**src/rtl/otter_pipe_ctrl_if.sv**
```systemverilog
`default_nettype none
// ============================================================================
// Module      : otter_pipe_ctrl_if
// Description : Hazard, memory-handshake and stage-control bundle between the
//               OTTER pipeline top level and its sequencer.
// Revision    : 1.0 - initial release
// ============================================================================
interface otter_pipe_ctrl_if #(
  parameter int CNT_W = 32
);
  // hazard unit and memory handshakes
  logic             stall;
  logic             branch_taken;
  logic             jump;
  logic             imem_ready;
  logic             dmem_req;
  logic             dmem_ack;
  logic             halt_req;

  // pipeline register control
  logic             pc_en;
  logic             pc_sel;
  logic             fe_de_en;
  logic             de_ex_en;
  logic             ex_mem_en;
  logic             mem_wb_en;
  logic             v_de;
  logic             v_ex;
  logic             v_mem;
  logic             v_wb;
  logic             halted;

  logic [CNT_W-1:0] stall_cnt;
  logic [CNT_W-1:0] flush_cnt;
  logic [CNT_W-1:0] wait_cnt;

  modport master (
    output stall, branch_taken, jump, imem_ready, dmem_req, dmem_ack, halt_req,
    input  pc_en, pc_sel, fe_de_en, de_ex_en, ex_mem_en, mem_wb_en,
    input  v_de, v_ex, v_mem, v_wb, halted,
    input  stall_cnt, flush_cnt, wait_cnt
  );

  modport slave (
    input  stall, branch_taken, jump, imem_ready, dmem_req, dmem_ack, halt_req,
    output pc_en, pc_sel, fe_de_en, de_ex_en, ex_mem_en, mem_wb_en,
    output v_de, v_ex, v_mem, v_wb, halted,
    output stall_cnt, flush_cnt, wait_cnt
  );
endinterface
`default_nettype wire

```
**src/rtl/otter_pipe_ctrl.sv**
```systemverilog
`default_nettype none
// ============================================================================
// Module      : otter_pipe_ctrl
// Description : 5-stage OTTER pipeline sequencer: stage enables, bubbles, PC
//               redirect, valid bits and drain-to-halt. Define
//               OTTER_PIPE_PERF_EN to build the stall/flush/wait counters.
// Revision    : 1.0 - initial release
// ============================================================================
module otter_pipe_ctrl #(
  parameter int BOOT_CYCLES = 1,
  parameter int CNT_W       = 32
) (
  input  wire logic        clk,
  input  wire logic        rst_n,
  otter_pipe_ctrl_if.slave bus
);

  localparam logic [1:0] c_st_boot  = 2'd0;
  localparam logic [1:0] c_st_run   = 2'd1;
  localparam logic [1:0] c_st_drain = 2'd2;
  localparam logic [1:0] c_st_halt  = 2'd3;

  localparam logic [3:0] c_boot_init = 4'(BOOT_CYCLES - 1);

  logic [1:0] r_state;
  logic [1:0] w_state_nxt;
  logic [3:0] r_boot_cnt;

  logic       r_v_de, r_v_ex, r_v_mem, r_v_wb;
  logic       w_v_de_nxt, w_v_ex_nxt, w_v_mem_nxt, w_v_wb_nxt;
  logic       w_v_nxt_empty;

  logic       w_pc_en, w_pc_sel;
  logic       w_fe_de_en, w_de_ex_en, w_ex_mem_en, w_mem_wb_en;

  logic       w_active;
  logic       w_stopping;
  logic       w_mem_wait;
  logic       w_stall_hit;
  logic       w_redirect_req;

  assign w_active       = (r_state == c_st_run) || (r_state == c_st_drain);
  // The cycle HALT_REQ is first seen in RUN already stops fetching.
  assign w_stopping     = (r_state == c_st_drain) || ((r_state == c_st_run) && bus.halt_req);
  assign w_mem_wait     = w_active && r_v_mem && bus.dmem_req && !bus.dmem_ack;
  assign w_stall_hit    = w_active && !w_mem_wait && bus.stall && r_v_de;
  assign w_redirect_req = (bus.branch_taken || bus.jump) && r_v_de;
  assign w_v_nxt_empty  = !(w_v_de_nxt || w_v_ex_nxt || w_v_mem_nxt || w_v_wb_nxt);

  always_ff @(posedge clk or negedge rst_n) begin
    if (!rst_n) begin
      r_state    <= c_st_boot;
      r_boot_cnt <= c_boot_init;
    end else begin
      r_state <= w_state_nxt;
      if ((r_state == c_st_boot) && (r_boot_cnt != 4'd0)) begin
        r_boot_cnt <= r_boot_cnt - 4'd1;
      end
    end
  end

  always_comb begin
    w_state_nxt = r_state;
    case (r_state)
      c_st_boot: begin
        if (r_boot_cnt == 4'd0) w_state_nxt = c_st_run;
      end
      c_st_run: begin
        if (bus.halt_req && !w_mem_wait) begin
          w_state_nxt = w_v_nxt_empty ? c_st_halt : c_st_drain;
        end
      end
      c_st_drain: begin
        if (!bus.halt_req)     w_state_nxt = c_st_run;
        else if (w_v_nxt_empty) w_state_nxt = c_st_halt;
      end
      c_st_halt: begin
        if (!bus.halt_req) w_state_nxt = c_st_run;
      end
      default: w_state_nxt = c_st_boot;
    endcase
  end

  always_comb begin
    w_pc_en     = 1'b0;
    w_pc_sel    = 1'b0;
    w_fe_de_en  = 1'b0;
    w_de_ex_en  = 1'b0;
    w_ex_mem_en = 1'b0;
    w_mem_wb_en = 1'b0;
    w_v_de_nxt  = r_v_de;
    w_v_ex_nxt  = r_v_ex;
    w_v_mem_nxt = r_v_mem;
    w_v_wb_nxt  = r_v_wb;
    if (w_active && !w_mem_wait) begin
      w_de_ex_en  = 1'b1;
      w_ex_mem_en = 1'b1;
      w_mem_wb_en = 1'b1;
      w_v_mem_nxt = r_v_ex;
      w_v_wb_nxt  = r_v_mem;
      if (w_stall_hit) begin
        // FE/DE holds the stalled instruction; a bubble enters EX.
        w_v_ex_nxt = 1'b0;
      end else begin
        w_fe_de_en = 1'b1;
        w_v_ex_nxt = r_v_de;
        w_v_de_nxt = 1'b0;
        if (!w_stopping) begin
          if (w_redirect_req) begin
            w_pc_en  = 1'b1;
            w_pc_sel = 1'b1;
          end else if (bus.imem_ready) begin
            w_pc_en    = 1'b1;
            w_v_de_nxt = 1'b1;
          end
        end
      end
    end
  end

  always_ff @(posedge clk or negedge rst_n) begin
    if (!rst_n) begin
      r_v_de  <= 1'b0;
      r_v_ex  <= 1'b0;
      r_v_mem <= 1'b0;
      r_v_wb  <= 1'b0;
    end else begin
      r_v_de  <= w_v_de_nxt;
      r_v_ex  <= w_v_ex_nxt;
      r_v_mem <= w_v_mem_nxt;
      r_v_wb  <= w_v_wb_nxt;
    end
  end

  assign bus.pc_en     = rst_n && w_pc_en;
  assign bus.pc_sel    = rst_n && w_pc_sel;
  assign bus.fe_de_en  = rst_n && w_fe_de_en;
  assign bus.de_ex_en  = rst_n && w_de_ex_en;
  assign bus.ex_mem_en = rst_n && w_ex_mem_en;
  assign bus.mem_wb_en = rst_n && w_mem_wb_en;
  assign bus.v_de      = r_v_de;
  assign bus.v_ex      = r_v_ex;
  assign bus.v_mem     = r_v_mem;
  assign bus.v_wb      = r_v_wb;
  assign bus.halted    = (r_state == c_st_halt);

`ifdef OTTER_PIPE_PERF_EN
  localparam logic [CNT_W-1:0] c_cnt_one = {{(CNT_W-1){1'b0}}, 1'b1};

  logic             w_flush_evt;
  logic [CNT_W-1:0] r_stall_cnt, r_flush_cnt, r_wait_cnt;

  // Squashes in DRAIN count as flushes even though the PC is not loaded.
  assign w_flush_evt = w_active && !w_mem_wait && !w_stall_hit && w_redirect_req;

  always_ff @(posedge clk or negedge rst_n) begin
    if (!rst_n) begin
      r_stall_cnt <= {CNT_W{1'b0}};
      r_flush_cnt <= {CNT_W{1'b0}};
      r_wait_cnt  <= {CNT_W{1'b0}};
    end else begin
      if (w_stall_hit && (r_stall_cnt != {CNT_W{1'b1}})) r_stall_cnt <= r_stall_cnt + c_cnt_one;
      if (w_flush_evt && (r_flush_cnt != {CNT_W{1'b1}})) r_flush_cnt <= r_flush_cnt + c_cnt_one;
      if (w_mem_wait  && (r_wait_cnt  != {CNT_W{1'b1}})) r_wait_cnt  <= r_wait_cnt  + c_cnt_one;
    end
  end

  assign bus.stall_cnt = r_stall_cnt;
  assign bus.flush_cnt = r_flush_cnt;
  assign bus.wait_cnt  = r_wait_cnt;
`else
  assign bus.stall_cnt = {CNT_W{1'b0}};
  assign bus.flush_cnt = {CNT_W{1'b0}};
  assign bus.wait_cnt  = {CNT_W{1'b0}};
`endif

endmodule
`default_nettype wire

```
**src/flat_wrapper.sv**
```systemverilog
// flat-port wrapper written by rule: the top's interface ports become plain ports
module otter_pipe_ctrl_flat 
#(
  parameter int BOOT_CYCLES = 1,
  parameter int CNT_W       = 32
)
  (clk, rst_n, bus_stall, bus_branch_taken, bus_jump, bus_imem_ready, bus_dmem_req, bus_dmem_ack, bus_halt_req, bus_pc_en, bus_pc_sel, bus_fe_de_en, bus_de_ex_en, bus_ex_mem_en, bus_mem_wb_en, bus_v_de, bus_v_ex, bus_v_mem, bus_v_wb, bus_halted, bus_stall_cnt, bus_flush_cnt, bus_wait_cnt);
  otter_pipe_ctrl_if #(.CNT_W(CNT_W)) bus_i ();
  input  wire logic clk;
  input  wire logic rst_n;
  input wire logic [$bits(bus_i.stall)-1:0] bus_stall;
  input wire logic [$bits(bus_i.branch_taken)-1:0] bus_branch_taken;
  input wire logic [$bits(bus_i.jump)-1:0] bus_jump;
  input wire logic [$bits(bus_i.imem_ready)-1:0] bus_imem_ready;
  input wire logic [$bits(bus_i.dmem_req)-1:0] bus_dmem_req;
  input wire logic [$bits(bus_i.dmem_ack)-1:0] bus_dmem_ack;
  input wire logic [$bits(bus_i.halt_req)-1:0] bus_halt_req;
  output wire logic [$bits(bus_i.pc_en)-1:0] bus_pc_en;
  output wire logic [$bits(bus_i.pc_sel)-1:0] bus_pc_sel;
  output wire logic [$bits(bus_i.fe_de_en)-1:0] bus_fe_de_en;
  output wire logic [$bits(bus_i.de_ex_en)-1:0] bus_de_ex_en;
  output wire logic [$bits(bus_i.ex_mem_en)-1:0] bus_ex_mem_en;
  output wire logic [$bits(bus_i.mem_wb_en)-1:0] bus_mem_wb_en;
  output wire logic [$bits(bus_i.v_de)-1:0] bus_v_de;
  output wire logic [$bits(bus_i.v_ex)-1:0] bus_v_ex;
  output wire logic [$bits(bus_i.v_mem)-1:0] bus_v_mem;
  output wire logic [$bits(bus_i.v_wb)-1:0] bus_v_wb;
  output wire logic [$bits(bus_i.halted)-1:0] bus_halted;
  output wire logic [$bits(bus_i.stall_cnt)-1:0] bus_stall_cnt;
  output wire logic [$bits(bus_i.flush_cnt)-1:0] bus_flush_cnt;
  output wire logic [$bits(bus_i.wait_cnt)-1:0] bus_wait_cnt;
  assign bus_i.stall = bus_stall;
  assign bus_i.branch_taken = bus_branch_taken;
  assign bus_i.jump = bus_jump;
  assign bus_i.imem_ready = bus_imem_ready;
  assign bus_i.dmem_req = bus_dmem_req;
  assign bus_i.dmem_ack = bus_dmem_ack;
  assign bus_i.halt_req = bus_halt_req;
  assign bus_pc_en = bus_i.pc_en;
  assign bus_pc_sel = bus_i.pc_sel;
  assign bus_fe_de_en = bus_i.fe_de_en;
  assign bus_de_ex_en = bus_i.de_ex_en;
  assign bus_ex_mem_en = bus_i.ex_mem_en;
  assign bus_mem_wb_en = bus_i.mem_wb_en;
  assign bus_v_de = bus_i.v_de;
  assign bus_v_ex = bus_i.v_ex;
  assign bus_v_mem = bus_i.v_mem;
  assign bus_v_wb = bus_i.v_wb;
  assign bus_halted = bus_i.halted;
  assign bus_stall_cnt = bus_i.stall_cnt;
  assign bus_flush_cnt = bus_i.flush_cnt;
  assign bus_wait_cnt = bus_i.wait_cnt;
  otter_pipe_ctrl #(.BOOT_CYCLES(BOOT_CYCLES), .CNT_W(CNT_W)) u_core (.clk(clk), .rst_n(rst_n), .bus(bus_i));
endmodule
```
**config.mk**
```make
export PLATFORM = sky130hd
export DESIGN_NAME = otter_pipe_ctrl_flat
export DESIGN_NICKNAME = d
export VERILOG_FILES = /design/src/rtl/otter_pipe_ctrl_if.sv /design/src/rtl/otter_pipe_ctrl.sv /design/src/flat_wrapper.sv
export SDC_FILE = /design/constraint.sdc
export NUM_CORES = 1
export LEC_CHECK = 0
export CORE_AREA = 8 8 78 80
export CTS_CLUSTER_DIAMETER = 150
export DETAILED_ROUTE_END_ITERATION = 6
export DIE_AREA = 0 0 86 88
export MAX_ROUTING_LAYER = met4
export PLACE_DENSITY_LB_ADDON = 0.25
export SYNTH_ARGS = -nofsm -noshare
export SYNTH_HDL_FRONTEND = slang
export SYNTH_SLANG_ARGS = --single-unit
```
**constraint.sdc**
```tcl
create_clock -name clk -period 1.82 [get_ports clk]
set_input_delay 0.182 -clock clk [delete_from_list [all_inputs] [get_ports clk]]
set_output_delay 0.182 -clock clk [all_outputs]
set_load 0.02 [all_outputs]
```
==> flow_summary.json, run 1 <==
{
  "rsz0062_at_grt": "true",
  "drc_errors": 0,
  "ys_types": 26,
  "crit_path_end_kind": "flip-flop",
  "routed_wl_um": 2810,
  "dp_hpwl_um": 2430,
  "max_freq_mhz": 534,
  "via_per_inst": 3.15,
  "worstPathBufferInverterCount": 1,
  "crit_type": "flip-flop to flip-flop",
  "start_kind": "flip-flop",
  "clock-skew-final_ns": 0.00407,
  "cpMaxStageDelayCell": "or4_4",
  "status": "finished with violations",
  "grt_usage": 0.0650,
  "cts.sinks": 10,
  "wl_per_cell_um": 10.1,
  "cpPeakStageDelay_ns": 0.42,
  "cts_buffer_depth": 2,
  "ys_ff_latch": 10,
  "crit_required_ns": 1.94,
  "synth_top_family_by_area": "buffers and inverters",
  "drive_above_1_share": 0.197,
  "dieHeight_um": 88,
  "worstPathArrival_ns": 1.99,
  "portBuffers": 19,
  "finalMaxSlewViolations": 0,
  "maxCapViolCount": 0,
  "diodes": 0,
  "setup_ws_ns": -0.0530,
  "synth_xor_area_frac": 0.00644,
  "antenna_left": 0,
  "gp_congestion": 0.765,
  "dr.first_iter.drc_count": 42,
  "synthAdderAreaFrac": 0.0460,
  "path_cells": "inv_2, ha_4, nor2b_4, or4_4, a221o_1, a32o_1",
  "die_area_sq_um": 7570,
  "nNetsFinal": 223,
  "grt_pass1_vias": 868,
  "synth_compound_area_frac": 0.0708,
  "rows": 26,
  "vias": 875,
  "cts-root-buf": "clkbuf_8",
  "critPathMaxFanout": 6,
  "synth-simple-area-share": 0.108,
  "start_util": 0.277,
  "cts_max_level": 1,
  "path_clk_slew_ns": 0.05,
  "p_leak_nw": 0.822,
  "cts-buffers-inserted": 3,
  "die_w_um": 86,
  "setup_viol": 1,
  "reg2reg_from": "u_core.r_state[0]",
  "grt_pass1_wl_um": 3960,
  "powerDensity_nw_per_um2": 1320,
  "failed_checks": "setup timing",
  "clkLatencyLatePin_ns": 0.23,
  "muxShareOfSynthArea": 0.0166,
  "syn-instance-count": 170,
  "antenna_found_initial": 0,
  "total_power_mw": 1.96,
  "coreArea_sq_um": 4910,
  "syn_area_sq_um": 1360,
  "grt_max_degree": 11,
  "hold_buffers": 0,
  "synth-seq-area-share": 0.184,
  "min_period_over_period": 1.03,
  "critPathTopFamily": "compound AO/OA/AOI/OAI gates",
  "min_path_type": "input port to asynchronous set/reset pin",
  "first_pass_iters": 4,
  "syn_avg_cell_area_sq_um": 8.00,
  "finalHoldViolCount": 0,
  "hold_ws_ns": 0.276,
  "cts_tree": "built",
  "overflow": 0,
  "yosysWarningCount": 0,
  "num_io_pins": 116,
  "vdd_ir_drop_max_mv": 0.558,
  "syn_to_final_growth_pct": 9.29,
  "crit_path_start": "u_core.r_state[0]",
  "period_needed_ns": 1.87
}
[worst paths after layout]
| path | end | slack, ns | depth (start not counted) |
|---|---|---|---|
| worst max-delay path | u_core.r_state[1] | -0.05 | 6 |
| worst min-delay path | u_core.bus.v_ex | 0.28 | 2 |
| worst max register to register | u_core.r_state[1] | -0.05 | 6 |
| worst min register to register | u_core.r_boot_cnt[0] | 0.51 | 1 |
| max in group asynchronous | u_core.r_boot_cnt[3] | 1.40 | 2 |
| min in group clk | u_core.r_boot_cnt[0] | 0.51 | 1 |
[per-layer routing]
metal  wire length, um  part of all wire  global-route usage  vias to the layer above
met5                 0                 0                   -                        -
met4                 0                 0              0.0143                        0
met3               441              0.16              0.0319                        0
met2              1330              0.47               0.107                       65
met1              1040              0.37              0.0689                      387
li1                  -                 -                   -                      423
[cells by family (layout without fill, tap and decap cells)]
group	count (synthesis)	after routing
buf+inv	107	50
simple gates	29	29
compound gates	15	15
flops	10	10
fa+ha+maj	5	5
mux	2	2
other cells	1	96
xor+xnor	1	1
[stage by stage]
| stage | cell area (sq um) | setup WS [ns] | instances | utilization | TNS [ns] |
|---|---|---|---|---|---|
| CTS | 1430 | -0.0476 | 276 | 0.292 | -0.0476 |
| detailed placement | 1360 | -0.183 | 268 | 0.277 | -0.727 |
| finish | 1490 | -0.0530 | 278 | 0.303 | -0.0530 |
| global route | 1490 | -0.110 | 278 | 0.303 | -0.182 |
| floorplan | 1730 | 0.00822 | 265 | - | 0 |
| global placement | 1360 | -0.181 | 268 | 0.277 | -0.773 |
[layout make-up]
| type | count | area (sq um) |
|---|---|---|
| Clock buffer | 4 | 55.1 |
| Sequential cell | 10 | 250 |
| Inverter | 9 | 33.8 |
| Timing Repair Buffer | 37 | 309 |
| Fill cell | 547 | 3430 |
| Multi-Input combinational cell | 148 | 751 |
| Tap cell | 70 | 87.6 |
[placed cells by master (no fill, tap or decap), types with 2 or more instances in the layout]
master,synthesis,final
nor2_1,4,4
ha_1,5,2
mux2_2,2,2
inv_2,0,2
clkdlybuf4s50_1,0,12
o21ai_0,6,6
nand3b_1,2,2
conb_1,1,96
dfrtp_1,10,10
ha_2,0,2
clkbuf_2,0,3
clkbuf_8,0,4
nor4_1,2,2
nand2_1,11,11
and2_1,2,2
buf_6,0,2
buf_4,98,19
inv_1,9,7
nand2b_1,2,2
[synthesized netlist by cell type (all sizes together)]
cell,instances,share of area
a21oi,3,0.011
a221o,1,0.0074
a32o,1,0.0074
a32oi,1,0.0064
and2,2,0.0092
and3,1,0.0046
buf,98,0.54
conb,1,0.0028
dfrtp,10,0.18
ha,5,0.046
inv,9,0.025
mux2,2,0.017
nand2,11,0.030
nand2b,2,0.0092
nand3,2,0.0074
nand3b,2,0.011
nor2,4,0.011
nor2b,1,0.0046
nor3b,1,0.0055
nor4,2,0.0092
o211ai,1,0.0055
o21ai,6,0.022
o22a,1,0.0064
o22ai,1,0.0046
or4,1,0.0055
xnor2,1,0.0064
[worst reg2reg max path: stages (launching register included)]
cell,delay (ns)
dfrtp_1,0.39
inv_2,0.08
ha_4,0.31
nor2b_4,0.05
or4_4,0.42
a221o_1,0.33
a32o_1,0.21
[registers in the layout, summed over array words and instances (netlist names)]
register           cells
u_core.bus.v_de        1
u_core.bus.v_ex        1
u_core.bus.v_mem       1
u_core.bus.v_wb        1
u_core.r_boot_cnt      4
u_core.r_state         2
[power by group]
group | leakage, nW | switching, mW | total (mW) | internal (mW)
sequential | 0.131 | 0.0613 | 0.344 | 0.283
clock | 0.0288 | 0.0809 | 0.270 | 0.190
combinational | 0.662 | 0.740 | 1.35 | 0.610
total | 0.822 | 0.882 | 1.96 | 1.08
[what timing repair did]
item                                   in CTS  in global routing
setup endpoints to repair                   8                  8
endpoints found under the hold margin       0                  0
gates resized for setup                    20                 17
buffers inserted                            4                  2
pin swaps                                   1                  3
gates cloned                                0                  0
Power figures use the tool's default switching activity.
==> inputs of run 2 (changes only) <==
--- a/config.mk
+++ b/config.mk
@@ -5,10 +5,10 @@
 export SDC_FILE = /design/constraint.sdc
 export NUM_CORES = 1
 export LEC_CHECK = 0
-export CORE_AREA = 8 8 78 80
+export CORE_AREA = 2 2 72 74
 export CTS_CLUSTER_DIAMETER = 150
 export DETAILED_ROUTE_END_ITERATION = 6
-export DIE_AREA = 0 0 86 88
+export DIE_AREA = 0 0 74 76
 export MAX_ROUTING_LAYER = met4
 export PLACE_DENSITY_LB_ADDON = 0.25
 export SYNTH_ARGS = -nofsm -noshare
==> flow_summary.json, run 2 (synthesis gave the netlist of run 1 again) <==
{
  "portBuffers": 19,
  "cts-root-buf": "clkbuf_8",
  "hold_buffers": 0,
  "via_per_inst": 3.18,
  "min_path_type": "input port to asynchronous set/reset pin",
  "nNetsFinal": 223,
  "start_util": 0.277,
  "crit_required_ns": 1.94,
  "cp_num_cells": 6,
  "p_clk_frac": 0.139,
  "wl_per_cell_um": 7.72,
  "post-route-util": 0.305,
  "first_pass_iters": 4,
  "cts_buffer_depth": 2,
  "p_sw_mw": 0.890,
  "setup_tns_ns": -0.163,
  "rows": 26,
  "cts-buffers-inserted": 3,
  "finalHoldViolCount": 0,
  "p_leak_nw": 0.826,
  "setup_ws_ns": -0.0956,
  "die_area_sq_um": 5620,
  "reg2reg_from": "u_core.r_state[1]",
  "rsz0062_at_grt": "true",
  "grt_max_degree": 11,
  "routed_wl_um": 2150,
  "clock-skew-final_ns": 0.00330,
  "timing.max_slew.rel_slack": 0.504,
  "intPower_mw": 1.10,
  "grt_pass1_vias": 671,
  "dpl_worst_slack_ns": -0.202,
  "regMostFlops": "u_core.r_boot_cnt",
  "period_needed_ns": 1.92,
  "maxCapViolCount": 0,
  "path_clk_slew_ns": 0.05,
  "final_cell_mix": "conb_1, buf_4, clkdlybuf4s50_1",
  "diodes": 0,
  "r2r_cells": 6,
  "seqPwrFrac": 0.175,
  "coreArea_sq_um": 4910,
  "crit_type": "flip-flop to flip-flop",
  "critPathTopFamily": "compound AO/OA/AOI/OAI gates",
  "clkLatencyLatePin_ns": 0.23,
  "die_w_um": 74,
  "max_freq_mhz": 522,
  "final.fill_count": 547,
  "drc_errors": 0,
  "worstPathArrival_ns": 2.03,
  "mostFrequentLayoutCell": "conb_1",
  "dieHeight_um": 76,
  "largest_reg_flops": 4,
  "grt_pass1_wl_um": 2940,
  "failed_checks": "setup timing",
  "antenna_found_initial": 0,
  "cpPeakStageDelay_ns": 0.41,
  "cts_tree": "built",
  "gp_congestion": 0.735,
  "crit_path_start": "u_core.r_state[1]",
  "syn_to_final_growth_pct": 10.2,
  "combPwrFrac": 0.686,
  "cts.sinks": 10,
  "overflow": 0,
  "finalMaxSlewViolations": 0,
  "drive_above_1_share": 0.192,
  "cpMaxStageDelayCell": "dfrtp_1",
  "antenna_left": 0,
  "dp_hpwl_um": 1790,
  "hold_ws_ns": 0.271,
  "vias": 884,
  "top_regs": "u_core.r_boot_cnt x4, u_core.r_state x2",
  "total_power_mw": 1.99,
  "worst_slew_pin_slew_ns": 0.736,
  "min_period_over_period": 1.05,
  "num_io_pins": 116,
  "grt_usage": 0.0682,
  "switching_share": 0.448,
  "dr.first_iter.drc_count": 26,
  "vdd_ir_drop_max_mv": 0.501,
  "setup_viol": 3,
  "start_kind": "flip-flop",
  "crit_path_end_kind": "flip-flop",
  "path_cells": "inv_2, ha_4, nor2b_1, or4_4, a221o_1, a32o_1",
  "cts_max_level": 1,
  "status": "finished with violations",
  "powerDensity_nw_per_um2": 1330,
  "critPathMaxFanout": 4,
  "worstPathBufferInverterCount": 1
}
==> run 2: timing repair <==
item | 4_1_cts | 5_1_grt
setup endpoints to repair | 8 | 8
setup buffers | 2 | 2
pin swaps | 1 | 3
gates cloned | 0 | 0
resized for setup | 19 | 20
==> run 2: path summary, 6_finish.rpt <==
path,end,slack (ns)
worst max-delay path,u_core.r_state[1],-0.1
worst min-delay path,u_core.bus.v_de,0.27
worst max register to register,u_core.r_state[1],-0.1
worst min register to register,u_core.r_boot_cnt[1],0.51
max in group asynchronous,u_core.r_boot_cnt[3],1.40
min in group clk,u_core.r_boot_cnt[1],0.51
==> run 2: per-stage QoR <==
stage,cell area [sq um],std cells
finish,1500,278
floorplan,1730,265
global placement,1380,270
detailed placement,1380,270
CTS,1430,276
global route,1500,278
==> run 2: metal layers <==
metal  up-vias  routed length (um)  track usage
met5         -                   0            -
li1        423                   -            -
met4         0                   0      0.00545
met3         0                 231       0.0278
met1       395                 935       0.0905
met2        66                 980        0.102
==> run 2: power groups by stage <==
stage	clock network [mW]	registers (mW)	logic, mW
floorplan	0	0.381	0.872
global placement	0	0.350	1.22
detailed placement	0	0.350	1.22
CTS	0.283	0.346	1.22
global route	0.297	0.355	1.48
finish	0.276	0.348	1.36
==> run 2: final cells by class <==
cell class,instances,area [sq um],area share
well taps,70,87.6,0.0584
multi-input cells,148,756,0.504
clock buffers,4,55.1,0.0367
flip-flops and latches,10,250,0.167
inverters,9,33.8,0.0225
repair buffers,37,317,0.211
